$ cat config.mk
export PLATFORM = sky130hd
export DESIGN_NAME = pipeline_seq_ctrl
export DESIGN_NICKNAME = d
export VERILOG_FILES = /design/src/rtl/pipeline_seq_ctrl_pkg.sv /design/src/rtl/pipeline_seq_ctrl_load_use.sv /design/src/rtl/pipeline_seq_ctrl.sv
export SDC_FILE = /design/constraint.sdc
export NUM_CORES = 1
export LEC_CHECK = 0
export ABC_AREA = 1
export CAP_MARGIN = 20
export CORE_MARGIN = 2
export CORE_UTILIZATION = 38
export DETAILED_ROUTE_END_ITERATION = 16
export SETUP_SLACK_MARGIN = 0.02
export SLEW_MARGIN = 15
export SYNTH_ARGS = -nofsm -noshare
export SYNTH_HDL_FRONTEND = slang
export SYNTH_SLANG_ARGS = --single-unit
$ cat constraint.sdc
create_clock -name CLK -period 2.51 [get_ports CLK]
set_clock_uncertainty 0.05 [all_clocks]
set_input_delay 0.502 -clock CLK [delete_from_list [all_inputs] [get_ports CLK]]
set_output_delay 0.502 -clock CLK [all_outputs]
set_load 0.005 [all_outputs]
$ cat src/rtl/pipeline_seq_ctrl_pkg.sv
// Shared constants for the pipeline sequencer: opcodes, PCSel codes, FSM states.
package pipeline_seq_ctrl_pkg;

  localparam logic [5:0] OP_RTYPE = 6'd0;
  localparam logic [5:0] OP_J     = 6'd2;
  localparam logic [5:0] OP_JAL   = 6'd3;
  localparam logic [5:0] OP_STOP  = 6'd63;
  localparam logic [5:0] FN_JR    = 6'd8;

  localparam logic [1:0] PCSEL_SEQ = 2'd0;
  localparam logic [1:0] PCSEL_BR  = 2'd1;
  localparam logic [1:0] PCSEL_JMP = 2'd2;
  localparam logic [1:0] PCSEL_JR  = 2'd3;

  typedef enum logic [1:0] {
    ST_RUN   = 2'd0,
    ST_DRAIN = 2'd1,
    ST_HALT  = 2'd2
  } seq_state_e;

  // JR is an R-type with func 8
  function automatic logic is_jr(input logic [5:0] op, input logic [5:0] fn);
    return (op == OP_RTYPE) && (fn == FN_JR);
  endfunction

endpackage

$ cat src/rtl/pipeline_seq_ctrl_load_use.sv
// Load-use hazard detect: LW in EX writing a register the ID instruction reads.
module load_use_detect (
  input  logic       ex_memread,
  input  logic [4:0] ex_rt,
  input  logic [4:0] id_rs,
  input  logic [4:0] id_rt,
  input  logic       id_uses_rs,
  input  logic       id_uses_rt,
  output logic       stall
);

  // r0 is never a real dependency
  assign stall = ex_memread && (ex_rt != 5'd0) &&
                 ((id_uses_rs && (id_rs == ex_rt)) || (id_uses_rt && (id_rt == ex_rt)));

endmodule

$ cat src/rtl/pipeline_seq_ctrl.sv
// Pipeline sequencer: hazard stall, branch/jump flush, PC mux steering,
// STOP drain/halt, and cycle/stall performance counters.
module pipeline_seq_ctrl
  import pipeline_seq_ctrl_pkg::*;
#(
  parameter int DRAIN_CYCLES = 4,
  parameter int CNT_W        = 32
) (
  input  logic             CLK,
  input  logic             RESET,
  input  logic [5:0]       ID_Opcode,
  input  logic [5:0]       ID_Func,
  input  logic [4:0]       ID_Rs,
  input  logic [4:0]       ID_Rt,
  input  logic             ID_UsesRs,
  input  logic             ID_UsesRt,
  input  logic             EX_MemRead,
  input  logic [4:0]       EX_Rt,
  input  logic             EX_BrTaken,
  output logic             PC_EN,
  output logic             IFID_EN,
  output logic             IFID_FLUSH,
  output logic             IDEX_FLUSH,
  output logic [1:0]       PCSel,
  output logic             Halted,
  output logic [CNT_W-1:0] CycleCnt,
  output logic [CNT_W-1:0] StallCnt
);

  localparam int DW = (DRAIN_CYCLES > 1) ? $clog2(DRAIN_CYCLES) : 1;

  seq_state_e    state, state_nxt;
  logic [DW-1:0] drain_cnt;
  logic          drain_load;
  logic          cyc_inc, stall_inc;
  logic          lu_stall;
  logic          id_jump;

  load_use_detect u_lu (
    .ex_memread (EX_MemRead),
    .ex_rt      (EX_Rt),
    .id_rs      (ID_Rs),
    .id_rt      (ID_Rt),
    .id_uses_rs (ID_UsesRs),
    .id_uses_rt (ID_UsesRt),
    .stall      (lu_stall)
  );

  assign id_jump = (ID_Opcode == OP_J) || (ID_Opcode == OP_JAL) || is_jr(ID_Opcode, ID_Func);

  // State register
  always_ff @(posedge CLK) begin
    if (RESET) state <= ST_RUN;
    else       state <= state_nxt;
  end

  // Next state and outputs; event priority in RUN is branch > load-use > jump > STOP
  always_comb begin
    state_nxt  = state;
    PC_EN      = 1'b1;
    IFID_EN    = 1'b1;
    IFID_FLUSH = 1'b0;
    IDEX_FLUSH = 1'b0;
    PCSel      = PCSEL_SEQ;
    Halted     = 1'b0;
    drain_load = 1'b0;
    cyc_inc    = 1'b0;
    stall_inc  = 1'b0;
    if (RESET) begin
      state_nxt  = ST_RUN;
      PC_EN      = 1'b0;
      IFID_EN    = 1'b0;
      IFID_FLUSH = 1'b1;
      IDEX_FLUSH = 1'b1;
    end else begin
      case (state)
        ST_RUN: begin
          cyc_inc = 1'b1;
          if (EX_BrTaken) begin
            PCSel      = PCSEL_BR;
            IFID_FLUSH = 1'b1;
            IDEX_FLUSH = 1'b1;
          end else if (lu_stall) begin
            PC_EN      = 1'b0;
            IFID_EN    = 1'b0;
            IDEX_FLUSH = 1'b1;
            stall_inc  = 1'b1;
          end else if (id_jump) begin
            PCSel      = (ID_Opcode == OP_RTYPE) ? PCSEL_JR : PCSEL_JMP;
            IFID_FLUSH = 1'b1;
          end else if (ID_Opcode == OP_STOP) begin
            PC_EN      = 1'b0;
            IFID_FLUSH = 1'b1;
            IDEX_FLUSH = 1'b1;
            drain_load = 1'b1;
            state_nxt  = ST_DRAIN;
          end
        end
        ST_DRAIN: begin
          cyc_inc    = 1'b1;
          PC_EN      = 1'b0;
          IFID_FLUSH = 1'b1;
          IDEX_FLUSH = 1'b1;
          if (drain_cnt == '0) state_nxt = ST_HALT;
        end
        ST_HALT: begin
          PC_EN      = 1'b0;
          IFID_EN    = 1'b0;
          IFID_FLUSH = 1'b1;
          IDEX_FLUSH = 1'b1;
          Halted     = 1'b1;
        end
        default: begin
          state_nxt  = ST_RUN;
          PC_EN      = 1'b0;
          IFID_EN    = 1'b0;
          IFID_FLUSH = 1'b1;
          IDEX_FLUSH = 1'b1;
        end
      endcase
    end
  end

  // Drain countdown: loaded when STOP leaves ID, counts to 0 in DRAIN
  always_ff @(posedge CLK) begin
    if (RESET)                                    drain_cnt <= '0;
    else if (drain_load)                          drain_cnt <= DW'(DRAIN_CYCLES - 1);
    else if (state == ST_DRAIN && drain_cnt != '0) drain_cnt <= drain_cnt - 1'b1;
  end

  // Saturating perf counters
  always_ff @(posedge CLK) begin
    if (RESET) begin
      CycleCnt <= '0;
      StallCnt <= '0;
    end else begin
      if (cyc_inc && !(&CycleCnt))   CycleCnt <= CycleCnt + CNT_W'(1);
      if (stall_inc && !(&StallCnt)) StallCnt <= StallCnt + CNT_W'(1);
    end
  end

endmodule

==> results of run 1 <==
timing repair:
action,4_1_cts,5_1_grt
cloned,0,0
pin swaps,10,10
hold buffers,0,0
endpoints found under the setup margin,6,6
buffers inserted,8,0
resized for setup,37,18
flip-flops by register name, indices dropped and copies added (netlist names):
register   cells
StallCnt      32
state          2
drain_cnt      2
CycleCnt      32
stage by stage:
step / instance area, um^2 / setup WS (ps) / total power [W] / utilization
4_1_cts: 5670 / 18.1 / 0.00224 / 0.523
3_5_place_dp: 5410 / -451 / 0.00130 / 0.499
5_1_grt: 5700 / -5.14 / 0.00230 / 0.526
3_3_place_gp: 5410 / -413 / 0.00130 / 0.499
2_1_floorplan: 4210 / 576 / 0.00120 / -
6_report: 5700 / 81.9 / 0.00220 / 0.526
cell families (layout without fill, tap and decap cells):
| kind of cell | after synthesis | after routing | share of synthesized area |
|---|---|---|---|
| xor+xnor | 19 | 19 | 0.0396 |
| fa+ha+maj | 3 | 3 | 0.00893 |
| flops | 68 | 68 | 0.324 |
| compound gates | 70 | 70 | 0.0866 |
| buf+inv | 100 | 223 | 0.101 |
| simple gates | 420 | 420 | 0.440 |
cell usage after synthesis (2+ instances only):
library cell and number:
nand2_1 205, nor2_1 96, inv_1 77, dfxtp_1 68
a21oi_1 46, nand3_1 40, nor3_1 32, o21ai_0 17
nand4_1 14, xor2_1 14, clkbuf_1 7, nor4_1 7
nor2_4 5, xnor2_1 5, buf_4 4, buf_6 4
inv_2 4, buf_2 3, ha_1 3, nand2_2 3
nor2_2 3, nor3_2 3, nor3b_1 3, o21ai_1 3
a21oi_2 2, nand3_2 2, nand3b_1 2, nor3b_2 2
placed cells by master, fill, tap and decap left out, types with 4 or more instances in the layout:
| cell type | instances |
|---|---|
| xnor2_1 | 5 |
| nand2_1 | 203 |
| nor4_1 | 5 |
| nand3_1 | 40 |
| xor2_1 | 14 |
| inv_2 | 7 |
| a21oi_1 | 46 |
| dlygate4sd2_1 | 14 |
| nor2_1 | 95 |
| clkbuf_8 | 9 |
| buf_4 | 20 |
| clkdlybuf4s50_1 | 77 |
| inv_1 | 74 |
| dlymetal6s2s_1 | 6 |
| nand2_2 | 4 |
| nor3_1 | 32 |
| nor2_4 | 5 |
| nor2_2 | 4 |
| dfxtp_1 | 68 |
| nand4_1 | 14 |
| o21ai_0 | 14 |
layer usage:
metal	vias up	global-route usage	wire (um)
met3	20	0.0347	552
met2	115	0.344	5560
met1	2058	0.260	5360
li1	2412	-	-
met5	-	0	0
met4	0	0.0769	231
cell type report:
| class | count | area, um^2 |
|---|---|---|
| Sequential cell | 68 | 1360 |
| Inverter | 82 | 308 |
| Clock inverter | 7 | 75.1 |
| Timing Repair Buffer | 125 | 1190 |
| Clock buffer | 9 | 124 |
| Multi-Input combinational cell | 512 | 2460 |
| Fill cell | 1140 | 5140 |
| Tap cell | 140 | 175 |
power by group through the flow:
stage               Combinational (W)  Clock, W  Sequential (W)
finish                       0.000187  0.000932         0.00109
global route                 0.000207   0.00101         0.00109
CTS                          0.000186  0.000965         0.00109
detailed placement           0.000189         0         0.00111
global placement             0.000187         0         0.00111
floorplan                   0.0000870         0         0.00111
critical path, cell delays in order:
cell and delay (ps):
clkdlybuf4s50_1 450, inv_1 50, nand2_1 60, nand2_1 50, nor2_1 100, nand3_1 80, nand2_2 110, nand2_4 80
inv_1 90, nor2_2 40, nor2_1 90, nor2_1 40, buf_2 120
path summary, 6_finish.rpt:
| path | end | slack, ps | startpoint | cells past startpoint |
|---|---|---|---|---|
| worst max-delay path | PCSel[0] | 80 | ID_Rt[0] | 13 |
| worst min-delay path | StallCnt[0] | 470 | StallCnt[0] | 1 |
| worst max register to register | CycleCnt[18] | 460 | CycleCnt[1] | 8 |
| worst min register to register | StallCnt[0] | 470 | StallCnt[0] | 1 |
==> flow_summary.json, run 1 <==
{
  "status": "complete, no violations",
  "fp.coreArea_um2": 10800,
  "drc": 0,
  "grt_pass1_vias": 4254,
  "min_period_over_period": 0.967,
  "synth_seq_cells": 68,
  "clkPwrFrac": 0.423,
  "end_kind": "output port",
  "finalMaxSlewViolations": 0,
  "placed_cells": 919,
  "synthFlopType": "dfxtp_1",
  "h-tree-depth": 3,
  "p_sw_w": 0.000572,
  "finalSetupViolCount": 0,
  "n_antenna_cell": 0,
  "hp-class": "register to register",
  "grt_max_degree": 41,
  "clk_pin_slew_ps": 80,
  "criticalPathCategory": "input port to output port",
  "die_h_um": 109,
  "dieArea_um2": 11900,
  "hold_viol": 0,
  "ant_nets": 0,
  "ys_types": 34,
  "initial_core_util": 0.388,
  "clock.fmax_mhz": 412,
  "period_minus_slack_ps": 2430,
  "hpwl_um": 8640,
  "synth-edff-count": 0,
  "die_x_um": 109,
  "syn_nets": 716,
  "dr_total_vias": 4605,
  "place.gp.congestion": 0.877,
  "async_flop_share": 0,
  "grt_first_pass_wirelength_um": 19600,
  "globalRouteOverflowTotal": 0,
  "instances_no_fill": 943,
  "antenna_found_initial": 0,
  "avgSynthCellArea_um2": 6.18,
  "num_rows": 38,
  "cp.arrival_ps": 1880,
  "p_int_w": 0.00163,
  "cts.sinks": 68,
  "track_usage": 0.204,
  "area_growth_pct": 35.5,
  "yosysTopAreaCellShare": 0.324,
  "powerDensity_nw_per_um2": 387,
  "numPortBuffers": 103,
  "tns_ps": 0,
  "yosys.area.top_type": "dfxtp_1",
  "crit_fanout": 5,
  "seq_area_frac_synth": 0.324,
  "irDropWorstVdd_v": 0.000270,
  "clk_path_buf_depth": 2,
  "final_nets": 834,
  "tightestPinTransition_ps": 394,
  "cp_data_required_time_ps": 1960,
  "clockRootBuffer": "clkbuf_8",
  "cts_tree": "built",
  "p_sw_frac": 0.260,
  "first_pass_iters": 4,
  "io_pins": 104,
  "synth_top_cells_by_area": "dfxtp_1 32%, nand2_1 18%, nor2_1 8.6%, inv_1 6.9%, a21oi_1 5.5%",
  "postRouteWirelength_um": 11700,
  "cts_buffers": 9,
  "synth.cell_area_um2": 4210,
  "vias_per_cell": 4.88,
  "start_kind": "input port",
  "sequentialPowerShare": 0.492,
  "avgRoutedWirePerCell_um": 12.4,
  "drive_above_1_share": 0.0996,
  "maxCapViolCount": 0,
  "timing.slew.headroom": 0.735,
  "combPwrFrac": 0.085,
  "p_leak_nw": 2.29,
  "syn_inst": 680,
  "yosysWarnings": 0,
  "clk_latency_ps": 350,
  "drt_iter0_markers": 246,
  "hold_ws_ps": 466
}
(Power assumes the default switching activity.)
==> inputs of run 2 (changes only) <==
--- a/config.mk
+++ b/config.mk
@@ -10,6 +10,7 @@
 export CORE_MARGIN = 2
 export CORE_UTILIZATION = 38
 export DETAILED_ROUTE_END_ITERATION = 16
+export MAX_ROUTING_LAYER = met4
 export SETUP_SLACK_MARGIN = 0.02
 export SLEW_MARGIN = 15
 export SYNTH_ARGS = -nofsm -noshare
==> run 2 against run 1 <==
Against the previous run: register-to-register slack got worse by 140 ps; fmax grew 0.76%; first-iteration DRC count down 19%; worst setup slack gained 18 ps; clock power down 13%; sequential share of layout area decreased by 0.58 points; non-clock buffer count grew 10; die area is the same; sequential power about the same; clock-buffer cell count up 5; largest cell class unchanged; highest routed layer unchanged.
==> flow_summary.json, run 2 (same netlist as run 1, synthesis figures left out) <==
{
  "status": "complete, no violations",
  "crit_fanout": 4,
  "cp_data_required_time_ps": 1960,
  "num_rows": 38,
  "antenna_found_initial": 0,
  "min_period_over_period": 0.960,
  "cts.sinks": 68,
  "timing.slew.headroom": 0.740,
  "clk_path_buf_depth": 2,
  "vias_per_cell": 4.91,
  "period_minus_slack_ps": 2410,
  "use_met3": 0.0442,
  "drc": 0,
  "track_usage": 0.204,
  "grt_first_pass_wirelength_um": 18900,
  "clk_pin_slew_ps": 70,
  "grt_use_met1": 0.247,
  "finalMaxSlewViolations": 0,
  "r2r_slack_ps": 320,
  "clockRootBuffer": "clkbuf_8",
  "fp.coreArea_um2": 10800,
  "worst-path-stages": 4,
  "final_cell_mix": "200 x nand2_1, 96 x nor2_1, 76 x clkdlybuf4s50_1",
  "hold_viol": 0,
  "grt_pass1_vias": 4134,
  "postRouteWirelength_um": 12200,
  "start_kind": "input port",
  "grt_max_degree": 41,
  "tightestPinTransition_ps": 387,
  "io_pins": 104,
  "hp-class": "register to register",
  "instances_no_fill": 953,
  "n_antenna_cell": 0,
  "ctsHoldBuffers": 0,
  "die_h_um": 109,
  "hpwl_um": 8570,
  "irDropWorstVdd_v": 0.000251,
  "finalSetupViolCount": 0,
  "area_growth_pct": 38.9,
  "drt_iter0_markers": 200,
  "end_kind": "output port",
  "p_leak_nw": 2.38,
  "criticalPathCategory": "input port to output port",
  "cts_buffers": 9,
  "dr_total_vias": 4675,
  "clock.fmax_mhz": 415,
  "slowest_delay_ps": 540,
  "drive_above_1_share": 0.118,
  "final_nets": 844,
  "h-tree-depth": 3,
  "reg.largest.list": "CycleCnt: 32 flops, StallCnt: 32 flops",
  "die_x_um": 109,
  "fillCellCount": 1135,
  "clk_latency_ps": 350,
  "cp.arrival_ps": 1860,
  "multi_input_area_um2": 2490,
  "final-seq-area_um2": 1360,
  "first_pass_iters": 4,
  "cp_cell_sequence": "clkdlybuf4s50_1, buf_4, nor2_1, clkdlybuf4s50_1",
  "avgRoutedWirePerCell_um": 12.8,
  "grt-busiest-layer": "met2",
  "ant_nets": 0,
  "rsz0062_at_grt": "true",
  "crit_top_cell": "clkdlybuf4s50_1",
  "critPathTopFamily": "buffers and inverters",
  "hold_ws_ps": 465,
  "initial_core_util": 0.388,
  "dieArea_um2": 11900,
  "numPortBuffers": 103,
  "maxCapViolCount": 0,
  "cts_tree": "built",
  "place.gp.congestion": 0.892,
  "placed_cells": 919,
  "gr-usage-met2": 0.337,
  "reg2regPathDepth": 12,
  "critPathSlowestCell": "clkdlybuf4s50_1",
  "worstHoldPathCells": 2,
  "final_common_cell": "nand2_1",
  "powerDensity_nw_per_um2": 358,
  "globalRouteOverflowTotal": 0,
  "worst-path-buf-inv": 3
}
## run 2: changes by cell type in the layout (fill, tap and decap cells not counted), moves of 3 or more
cell / previous run / this run
a21oi_1: 46 / 42
a21oi_2: 2 / 6
buf_4: 20 / 23
buf_6: 1 / 5
clkbuf_1: 0 / 4
clkbuf_2: 2 / 5
clkinv_4: 3 / 0
dlygate4sd2_1: 14 / 5
dlymetal6s2s_1: 6 / 13
nand2_1: 203 / 200
nand2_2: 4 / 7
## run 2: tightest hold or removal path: cells and delay by family, from the launching register on
kind | cells | cell delay [ps]
AOI/OAI and AO/OA | 1 | 50
buffers and inverters | 1 | 70
DFF | 1 | 360
## run 2: path summary, 6_finish.rpt
kind	from	to
max	RESET	Halted
min reg2reg	CycleCnt[14]	CycleCnt[14]
max reg2reg	StallCnt[0]	StallCnt[11]
min	CycleCnt[14]	CycleCnt[14]
## run 2: repair_timing
item / in CTS / in global routing
setup endpoints to repair: 6 / 38
setup buffers: 8 / 7
endpoints found under the hold margin: 0 / 0
cloned: 0 / 3
pin swaps: 5 / 19
resized for setup: 29 / 48
## run 2: metal layers
layer / vias to the layer above / part of all wire
met4: 0 / 0.018
li1: 2420 / -
met2: 87 / 0.49
met3: 18 / 0.042
met1: 2150 / 0.45
met5: - / 0
## run 2: power breakdown
group	internal [W]	total [W]	leakage, nW	switching, W
clock network	0.000385	0.000807	0.0844	0.000422
registers	0.00108	0.00109	0.548	0.00000366
logic	0.0000953	0.000197	1.75	0.000102
## run 2: cell type report
cell class,count,share of cell area
clock buffers,14,0.0261
well taps,140,0.0300
repair buffers,135,0.230
inverters,82,0.0527
clock inverters,2,0.00171
flip-flops and latches,68,0.233
multi-input cells,512,0.427
## run 2: metrics by stage
stage | power (W) | cell area, um^2 | util | TNS (ps) | setup WS, ps
after CTS | 0.00210 | 5640 | 0.521 | -63.4 | -63.4
after global placement | 0.00130 | 5410 | 0.499 | -1890 | -405
after detailed placement | 0.00130 | 5410 | 0.499 | -2060 | -431
after floorplan | 0.00120 | 4210 | - | 0 | 576
final | 0.00209 | 5840 | 0.539 | 0 | 100
after global routing | 0.00218 | 5840 | 0.539 | 0 | 14.9
==> inputs of run 3 (changes only) <==
--- a/config.mk
+++ b/config.mk
@@ -7,6 +7,7 @@
 export LEC_CHECK = 0
 export ABC_AREA = 1
 export CAP_MARGIN = 20
+export CORE_ASPECT_RATIO = 1.4
 export CORE_MARGIN = 2
 export CORE_UTILIZATION = 38
 export DETAILED_ROUTE_END_ITERATION = 16
==> run 3 against run 2 <==
Against the previous run: sequential power about the same; via count decreased by 1.2%; die area increased by 0.11%; non-clock buffer count decreased by 12; combinational power decreased by 7%; largest cell class unchanged; critical path depth increased by 5; final area decreased by 1.9%; critical path type unchanged; flip-flop and latch count unchanged; core utilization decreased by 0.86 points.
==> flow_summary.json, run 3 (same netlist as run 1, synthesis figures left out) <==
{
  "clk_latency_ps": 330,
  "final_nets": 832,
  "drive_above_1_share": 0.0889,
  "rsz0062_at_grt": "false",
  "fp.coreArea_um2": 10800,
  "clockRootBuffer": "clkbuf_16",
  "tightestPinTransition_ps": 453,
  "clk_pin_slew_ps": 50,
  "avgRoutedWirePerCell_um": 12.8,
  "min_period_over_period": 0.954,
  "powerDensity_nw_per_um2": 417,
  "track_usage": 0.211,
  "irDropWorstVdd_v": 0.000373,
  "maxCapViolCount": 0,
  "reg.largest.list": "CycleCnt: 32 flops, StallCnt: 32 flops",
  "hold_viol": 0,
  "p_leak_nw": 2.29,
  "critPathTopFamily": "simple AND/OR/NAND/NOR gates",
  "area_growth_pct": 36.3,
  "globalRouteOverflowTotal": 0,
  "initial_core_util": 0.389,
  "finalSetupViolCount": 0,
  "dieArea_um2": 11900,
  "cts_tree": "built",
  "cts_buffers": 9,
  "vias_per_cell": 4.92,
  "h-tree-depth": 3,
  "num_rows": 45,
  "drc": 0,
  "hold_ws_ps": 454,
  "first_pass_iters": 4,
  "cp_data_required_time_ps": 1960,
  "start_kind": "input port",
  "die_x_um": 92.9,
  "drt_iter0_markers": 172,
  "hpwl_um": 9360,
  "cp_cell_sequence": "clkdlybuf4s50_1, nand2_1, nor2_1, nand3_1, nand2_2, nand2_4, o21ai_2, or2_2, clkdlybuf4s15_1",
  "die_h_um": 128,
  "slowest_delay_ps": 410,
  "postRouteWirelength_um": 12000,
  "dr_total_vias": 4621,
  "design_power_total_w": 0.00239,
  "end_kind": "output port",
  "utilization": 0.530,
  "io_pins": 104,
  "grt_max_degree": 37,
  "status": "complete, no violations",
  "cp.arrival_ps": 1840,
  "final_cell_mix": "203 x nand2_1, 96 x nor2_1, 81 x clkdlybuf4s50_1",
  "clk_path_buf_depth": 2,
  "antenna_found_initial": 0,
  "place.gp.congestion": 0.876,
  "critPathSlowestCell": "clkdlybuf4s50_1",
  "final_common_cell": "nand2_1",
  "crit_fanout": 5,
  "n_antenna_cell": 0,
  "grt_first_pass_wirelength_um": 19600,
  "numPortBuffers": 103,
  "timing.slew.headroom": 0.695,
  "fillCellCount": 1152,
  "finalMaxSlewViolations": 0,
  "tns_ps": 0,
  "clock.fmax_mhz": 418,
  "criticalPathCategory": "input port to output port",
  "hp-class": "register to register",
  "ant_nets": 0,
  "period_minus_slack_ps": 2390,
  "grt_pass1_vias": 4383,
  "cts.sinks": 68,
  "worst-path-buf-inv": 2
}
-- run 3: cell count changes in the layout (fill, tap and decap cells not counted), sizes merged --
cell,before,now
clkinvlp,0,1
clkinv,3,2
buf,31,22
dlygate4sd2,5,12
dlymetal6s2s,13,5
clkdlybuf4s50,76,81
clkbuf,21,14
clkdlybuf4s15,3,1
-- run 3: area by class of cell --
type	instances	area, um^2	share of cell area
Tap cell	141	176	0.0308
Multi-Input combinational cell	512	2440	0.426
Clock inverter	2	12.5	0.00218
Sequential cell	68	1360	0.238
Timing Repair Buffer	123	1180	0.206
Clock buffer	12	246	0.0430
Inverter	82	308	0.0537
-- run 3: final timing paths --
check	start	to	slack [ps]	cells past startpoint
max	ID_UsesRs	IDEX_FLUSH	120	9
min	StallCnt[0]	StallCnt[0]	450	1
max reg2reg	CycleCnt[1]	CycleCnt[6]	300	12
min reg2reg	StallCnt[0]	StallCnt[0]	450	1
-- run 3: layer usage --
layer,up-vias,GRT usage,wire length [um],part of all wire
met3,20,0.0410,499,0.042
met5,-,-,0,0
met2,104,0.408,6540,0.54
met4,0,0.0631,221,0.018
met1,2097,0.210,4750,0.40
li1,2400,-,-,-
-- run 3: repair_timing --
item                       CTS  global route
setup endpoints to repair    7             7
hold buffers                 0             0
pin swaps                    4             6
gates resized for setup     36            13
buffers inserted             0             0
-- run 3: per-stage QoR --
step | cells | cell area, um^2 | setup WS (ps)
after floorplan | 680 | 4210 | 576
after global placement | 926 | 5460 | -407
after detailed placement | 926 | 5460 | -434
after CTS | 940 | 5720 | 21.3
after global routing | 940 | 5730 | 37.2
final | 940 | 5730 | 115
-- run 3: power by group --
group	leakage [nW]	total (W)	internal (W)	switching [W]
clock network	0.125	0.00112	0.000682	0.000435
registers	0.548	0.00109	0.00108	0.00000365
logic	1.62	0.000184	0.0000876	0.0000965
